<file path="config.mk">
export PLATFORM = sky130hd
export DESIGN_NAME = z80_ir_regfile
export DESIGN_NICKNAME = d
export VERILOG_FILES = /design/src/rtl/z80_ir_regfile_pkg.sv /design/src/rtl/z80_ir_regfile_r_counter.sv /design/src/rtl/z80_ir_regfile.sv
export SDC_FILE = /design/constraint.sdc
export NUM_CORES = 1
export LEC_CHECK = 0
export ABC_AREA = 0
export BUFFER_PORTS_ARGS = -buffer_cell sky130_fd_sc_hd__buf_2
export CAP_MARGIN = 10
export CORE_ASPECT_RATIO = 1.25
export CORE_MARGIN = 3
export CORE_UTILIZATION = 48
export CTS_CLUSTER_SIZE = 24
export DETAILED_ROUTE_END_ITERATION = 8
export PLACE_DENSITY = 0.71
export REMOVE_ABC_BUFFERS = 1
export SETUP_SLACK_MARGIN = 0.3
export SLEW_MARGIN = 20
export SYNTH_ARGS = -nofsm -noshare
export SYNTH_HDL_FRONTEND = slang
export SYNTH_SLANG_ARGS = --single-unit
</file>
<file path="constraint.sdc">
create_clock -name clk -period 1.6 [get_ports clk]
set_clock_uncertainty 0.15 [all_clocks]
set_input_delay 0.16 -clock clk [delete_from_list [all_inputs] [get_ports clk]]
set_output_delay 0.16 -clock clk [all_outputs]
set_load 0.02 [all_outputs]
</file>
<file path="src/rtl/z80_ir_regfile_pkg.sv">
// Shared types and constants for the Z80 I/R register block.
// Holds the special-transfer opcodes, FSM states, flag bit positions and the flag helper.
package z80_ir_pkg;

  typedef enum logic [1:0] {
    OP_LD_A_I = 2'd0,
    OP_LD_A_R = 2'd1,
    OP_LD_I_A = 2'd2,
    OP_LD_R_A = 2'd3
  } op_e;

  typedef enum logic {
    ST_IDLE = 1'b0,
    ST_EXEC = 1'b1
  } state_e;

  localparam int FLAG_C  = 0;
  localparam int FLAG_N  = 1;
  localparam int FLAG_PV = 2;
  localparam int FLAG_X  = 3;
  localparam int FLAG_H  = 4;
  localparam int FLAG_Y  = 5;
  localparam int FLAG_Z  = 6;
  localparam int FLAG_S  = 7;

  // C and the undocumented X/Y copies pass through; H and N are cleared.
  localparam logic [7:0] PRESERVE_MASK = 8'h29;

  function automatic logic [7:0] ld_air_flags(input logic [7:0] src, input logic [7:0] f,
                                               input logic pv);
    logic [7:0] res;
    res          = f & PRESERVE_MASK;
    res[FLAG_S]  = src[7];
    res[FLAG_Z]  = (src == 8'h00);
    res[FLAG_PV] = pv;
    return res;
  endfunction

endpackage

</file>
<file path="src/rtl/z80_ir_regfile_r_counter.sv">
// Refresh register R: low R_BITS bits count M1 fetches, upper bits hold.
// A load on the same edge as an increment wins and the increment is dropped.
module z80_r_counter #(
  parameter int         R_BITS  = 7,
  parameter logic [7:0] RESET_R = 8'h00
) (
  input  logic       clk,
  input  logic       reset_n,
  input  logic       inc,
  input  logic       load,
  input  logic [7:0] load_val,
  output logic [7:0] r
);

  localparam logic [8:0] ONE_SHIFTED = 9'd1 << R_BITS;
  localparam logic [7:0] INC_MASK    = 8'(ONE_SHIFTED - 9'd1);

  logic [7:0] r_inc;

  assign r_inc = (r & ~INC_MASK) | ((r + 8'd1) & INC_MASK);

  always_ff @(posedge clk or negedge reset_n) begin
    if (!reset_n) begin
      r <= RESET_R;
    end else if (load) begin
      r <= load_val;
    end else if (inc) begin
      r <= r_inc;
    end
  end

endmodule

</file>
<file path="src/rtl/z80_ir_regfile.sv">
// I/R register owner: executes LD A,I / LD A,R / LD I,A / LD R,A with a two-cycle
// IDLE->EXEC handshake and publishes {I,R} as the refresh address.
module z80_ir_regfile
  import z80_ir_pkg::*;
#(
  parameter int         R_BITS   = 7,
  parameter bit         PV_QUIRK = 1'b1,
  parameter logic [7:0] RESET_I  = 8'h00,
  parameter logic [7:0] RESET_R  = 8'h00
) (
  input  logic        clk,
  input  logic        reset_n,
  input  logic        m1_fetch,
  input  logic        refresh_en,
  input  logic        op_start,
  input  logic [1:0]  op_sel,
  input  logic [7:0]  a_in,
  input  logic [7:0]  f_in,
  input  logic        iff2,
  input  logic        int_accept,
  output logic        busy,
  output logic        res_valid,
  output logic [7:0]  a_out,
  output logic [7:0]  f_out,
  output logic [7:0]  reg_i,
  output logic [7:0]  reg_r,
  output logic [15:0] refresh_addr,
  output logic        refresh_valid
);

  state_e     state, state_nx;
  op_e        op_q;
  logic [7:0] a_q, f_q, src_q;
  logic       iff2_q, quirk_q;
  logic       accept, commit, quirk_eff;
  logic [7:0] a_res, f_res;

  assign accept    = (state == ST_IDLE) && op_start;
  assign commit    = (state == ST_EXEC);
  assign busy      = (state == ST_EXEC);
  // An interrupt taken in either cycle of the op corrupts P/V on NMOS parts.
  assign quirk_eff = PV_QUIRK && (quirk_q || int_accept);

  always_ff @(posedge clk or negedge reset_n) begin
    if (!reset_n) state <= ST_IDLE;
    else          state <= state_nx;
  end

  always_comb begin
    state_nx = state;
    case (state)
      ST_IDLE: if (op_start) state_nx = ST_EXEC;
      ST_EXEC: state_nx = ST_IDLE;
      default: state_nx = ST_IDLE;
    endcase
  end

  always_comb begin
    a_res = a_q;
    f_res = f_q;
    if (op_q == OP_LD_A_I || op_q == OP_LD_A_R) begin
      a_res = src_q;
      f_res = ld_air_flags(src_q, f_q, iff2_q & ~quirk_eff);
    end
  end

  always_ff @(posedge clk or negedge reset_n) begin
    if (!reset_n) begin
      op_q    <= OP_LD_A_I;
      a_q     <= 8'h00;
      f_q     <= 8'h00;
      src_q   <= 8'h00;
      iff2_q  <= 1'b0;
      quirk_q <= 1'b0;
    end else if (accept) begin
      op_q    <= op_e'(op_sel);
      a_q     <= a_in;
      f_q     <= f_in;
      src_q   <= (op_e'(op_sel) == OP_LD_A_I) ? reg_i : reg_r;
      iff2_q  <= iff2;
      quirk_q <= int_accept;
    end
  end

  always_ff @(posedge clk or negedge reset_n) begin
    if (!reset_n) begin
      res_valid <= 1'b0;
      a_out     <= 8'h00;
      f_out     <= 8'h00;
      reg_i     <= RESET_I;
    end else begin
      res_valid <= commit;
      if (commit) begin
        a_out <= a_res;
        f_out <= f_res;
        if (op_q == OP_LD_I_A) reg_i <= a_q;
      end
    end
  end

  always_ff @(posedge clk or negedge reset_n) begin
    if (!reset_n) begin
      refresh_valid <= 1'b0;
      refresh_addr  <= 16'h0000;
    end else begin
      refresh_valid <= refresh_en;
      if (refresh_en) refresh_addr <= {reg_i, reg_r};
    end
  end

  z80_r_counter #(
    .R_BITS  (R_BITS),
    .RESET_R (RESET_R)
  ) u_r_counter (
    .clk      (clk),
    .reset_n  (reset_n),
    .inc      (m1_fetch),
    .load     (commit && (op_q == OP_LD_R_A)),
    .load_val (a_q),
    .r        (reg_r)
  );

endmodule

</file>
### Yosys cells after proc, flatten, opt, wreduce, memory -nomap -nowiden

Cells that the tools add are included.

* output and inout port bits: 51
* register bits after elaboration: 79
* word-level logic and storage cells: 38
* input port bits: 25

* equal/unequal tests: 3
* $add $sub $neg: 1
* mux-type cells: 7
* bitwise operators: 4
* reduce and logical (&&, ||, !) cells: 9

Operator list (number)
* 8-bit two-way mux: 5
* 8-bit logical NOT: 1
* 8-bit by 7-bit OR with 8-bit output: 1
* 7-bit by 1-bit adder with 7-bit output (second input constant): 1
* 2-bit == test (second input constant): 2
* 2-bit logical NOT: 2
* 2-bit by 1-bit == test with 1-bit output (second input constant): 1
* 1-bit logical AND: 2
* 1-bit logical OR: 2
* 1-bit inverter: 2
* 1-bit one-hot mux with 2 select lines: 1
* 2-bit AND reduction: 1
* 2-bit nonzero test: 1
* 1-bit bitwise AND: 1
* 1-bit two-way mux: 1

### Depth between registers and ports, before layout

* depth after elaboration: 4
* gate-level depth with buffers: 6
* mapped depth without buffers: 4

### Cells and area by module

From an unflattened synthesis, not the netlist that was laid out.

* cell total of the unflattened synthesis: 245
* area, all modules: 3320.7 µm²

Modules (own cells, without submodules)
* z80_ir_regfile: cells an instance 202, instances 1, area an instance 2897.8 µm²
* z80_r_counter: cells an instance 43, instances 1, area an instance 422.9 µm²

### Least setup slack after synthesis

Ideal clock, no wire load.

* path type: flip-flop to flip-flop
* from: register state, in the netlist busy
* to: register a_q[0]
* data arrival time: 1.357 ns
* period minus slack after synthesis: 1.631 ns
* path slack: -0.031 ns
* stages on the path, launching flop included: 6
* cell sequence: dfrtp_1 > buf_2 > nor2b_1 > buf_6 > buf_6 > mux2_2

* cells in the longest elaborated chain, start to end: 2

RTL lines
* start, declared: line z80_ir_regfile.sv:31 `state_e state, state_nx;`
* start signal, assigned: line z80_ir_regfile.sv:46 `else state <= state_nx;`
* 1-bit inverter: line z80_ir_regfile.sv:38 `assign accept = (state == ST_IDLE) && op_start;`
* 1-bit logical AND: line z80_ir_regfile.sv:38
* end signal, assigned: line z80_ir_regfile.sv:77 `a_q <= a_in;`
* end, declared: line z80_ir_regfile.sv:33 `logic [7:0] a_q, f_q, src_q;`

No other way between the ends.
A chain may end at the register's enable or synchronous reset.

### Worst setup path after layout

* from: register state, in the netlist busy
* to: register a_q[6]

The elaborated chain is that of the path after synthesis.

==> results.toml <==
[routing]
drt-wirelength-per-cell_um = 19.08
drcViolationCount = 0
drt_pass1_iterations = 4
finalWirelength_um = 8988
ant_nets = 0
vias = 2546
drt_iter0_drc = 227
routed_via_density = 5.406

[logic_synthesis]
avgSynthCellArea_um2 = 13.08
yosys.area.top_type = "dfrtp_1"
synth_area_leaders = "dfrtp_1 61%, mux2_2 16%, mux2i_1 5.0%, a21oi_1 3.3%, nor2_1 2.6%"
yosys.area_share.simple_pct = 7.627
synth-compound-area-share_pct = 5.226
synth_cell_type_count = 28
yosys_warnings = 0
synthXorXnorAreaFrac_pct = 1.084
synth_top_area_share_pct = 61.17
synth.area.mux_share_pct = 21.33
synthAdderAreaFrac_pct = 0.3871
synthCells = 247
synth-seq-area-share_pct = 61.17
netlist_area_um2 = 3232
synth_top_family_by_area = "multiplexers"
synth_seq_cells = 79

[final_layout]
final_common_cell = "dfrtp_1"
fin_util_pct = 74.78
antenna_cells = 0
final_cell_mix = "75 x dfrtp_1, 66 x buf_2, 34 x mux2_2, 22 x dlygate4sd3_1, 21 x buf_4"
nets = 407
final_layout_size_suffix_gt1_share_pct = 52.33
area_delta_synth_final_pct = 47.31
fin_area_um2 = 4761

[timing]
max_freq_mhz = 655.4
fin_crit_ns = 1.526
hold_viol_final = 0
worst_slew_pin_slew_ns = 0.3985
slew_headroom_pct = 73.43
period_share_pct = 95.36
finalMaxSlewViolations = 0
report.final.setup_viol = 0
rsz0062_at_grt = "yes"

[floorplan]
initial_core_util_pct = 50.77
die_x_um = 79.39
io_pins = 76
die-area_um2 = 7760
coreArea_um2 = 6366
die_y_um = 97.74
rows = 32

[power]
power_density_nw_per_um2 = 1713
p_int_w = 0.005216
switchingPower_w = 0.002938
p_comb_share_pct = 40.0
leakage_nw = 2.189
clkPwrFrac_pct = 20.7
pwr-share-seq_pct = 39.4
ir_worst_vdd_v = 0.001309
p_sw_share_pct = 36.03

[grt]
grt.total_usage_pct = 22.04
grt_max_degree = 57
grt_pass1_wl_um = 12810
grt_overflow = 0
antenna_found_initial = 0
grt_pass1_vias = 2555

[placed_design]
placed_area_um2 = 3731
io_buffers = 75
place.gp.congestion = 0.7517
dp_hpwl_um = 4618

[clocking]
cts.clk_slew.worst_paths_ns = 0.08
clock_sinks = 79
clock_latency_ns = 0.35
cts.path.max_buffers = 2
cts_buffers = 9
cts_tree = "done"
ctsHtreeMaxLevel = 3
cts_root_buf = "clkbuf_8"

[critical_path]
r2r_start = "busy$_DFF_PN0_"
cp_max_fo = 6
arrival_ns = 1.62
startpoint_type = "flip-flop"
critPathKind = "flip-flop to flip-flop"
crit_required_ns = 1.69
cp-end-kind = "flip-flop"
crit_start = "busy$_DFF_PN0_"

[min_path]
hp-class = "primary input to flip-flop"
hold_start = "m1_fetch"

[job]
maxCapViolations = 0

[run_status]
outcome = "finished, final reports clean"
final timing paths:
| kind | endpoint | cells after the start | slack [ns] |
|---|---|---|---|
| worst min-delay path | u_r_counter.r[0]$_DFFE_PN0P_ | 3 | 0.06 |
| worst max register to register | a_q[6]$_DFFE_PN0P_ | 4 | 0.07 |
| worst min register to register | a_out[7]$_DFFE_PN0P_ | 2 | 0.36 |
| worst max-delay path | a_q[6]$_DFFE_PN0P_ | 4 | 0.07 |
| min in group asynchronous | f_q[2]$_DFFE_PN0P_ | 2 | 0.09 |
| max in group asynchronous | u_r_counter.r[2]$_DFFE_PN0P_ | 3 | 0.59 |
flip-flops by register name, summed over array words and instances, names as in the netlist:
register and cells:
f_q 8, reg_i 8, iff2_q 1, f_out 8, op_q 2, busy 1, src_q 8, a_q 8
refresh_valid 1, u_r_counter.r 8, a_out 8, quirk_q 1, refresh_addr 16, res_valid 1
Yosys cell counts:
library cell  instances
buf_6                 3
nand4_1               2
nor4_1                1
inv_1                 2
clkbuf_1              1
nand4_2               1
nor4b_1               1
nor2_1               22
o21ai_0               9
nor2b_1               2
ha_1                  1
buf_2                 7
a31oi_1               3
xor2_1                3
nor2_4                1
buf_4                 3
nand3_1               4
nor3_1                1
or3_1                 2
nand3b_2              1
mux2i_1              16
mux2_1                2
a21oi_1              21
xnor2_1               1
dfrtp_1              79
nand2_1              12
and3_1                1
mux2_2               45
worst max-delay path, cell delays in order (launching register included):
cell	delay [ns]
dfrtp_2	0.49
nor2b_4	0.16
buf_12	0.14
buf_8	0.12
mux2_2	0.36
per-stage QoR:
stage / cells / hold WS [ns] / TNS, ns / power [W] / setup WS (ns)
floorplan: 233 / -0.2856 / -41.78 / 0.004581 / -1.423
global placement: 404 / -0.07324 / 0 / 0.005484 / 0.1583
detailed placement: 404 / -0.06763 / 0 / 0.005567 / 0.1308
CTS: 463 / 0.03212 / 0 / 0.007725 / 0.1645
global route: 471 / 0.07744 / 0 / 0.008567 / 0.06117
finish: 471 / 0.06479 / 0 / 0.008154 / 0.07429
power groups by stage:
stage | registers (W) | clock network (W) | logic, W
3_3_place_gp | 0.00314 | 0 | 0.00234
5_1_grt | 0.00331 | 0.00179 | 0.00347
2_1_floorplan | 0.00378 | 0 | 0.000799
3_5_place_dp | 0.00318 | 0 | 0.00239
6_report | 0.00321 | 0.00169 | 0.00326
4_1_cts | 0.00314 | 0.00169 | 0.00290
kinds of logic after synthesis:
| kind of cell | after synthesis |
|---|---|
| flops | 79 |
| simple gates | 51 |
| buf+inv | 16 |
| xor+xnor | 4 |
| mux | 63 |
| fa+ha+maj | 1 |
| compound gates | 33 |
cell type report:
cell class / instances / area (µm²)
multi-input cells: 152 / 1303
fillers: 376 / 1605
flip-flops and latches: 79 / 1982
repair buffers: 137 / 1139
well taps: 85 / 106.4
clock inverters: 3 / 65.06
inverters: 2 / 7.507
clock buffers: 13 / 158.9
repair_timing:
action	4_1_cts	5_1_grt
pin swaps	6	12
setup buffers	19	6
gates cloned	2	2
hold endpoints to repair	101	0
gates resized for setup	29	50
hold buffers	22	0
endpoints found under the setup margin	48	63
layer usage:
metal  global-route usage, %  part of all wire, %  up-vias
li1                        -                    -     1133
met1                   26.51                   39     1284
met2                   37.35                   53       98
met3                   5.720                  4.9       31
met4                   8.995                  3.7        0
met5                       0                    0        -
No activity file was read; power rests on OpenSTA's default activity.
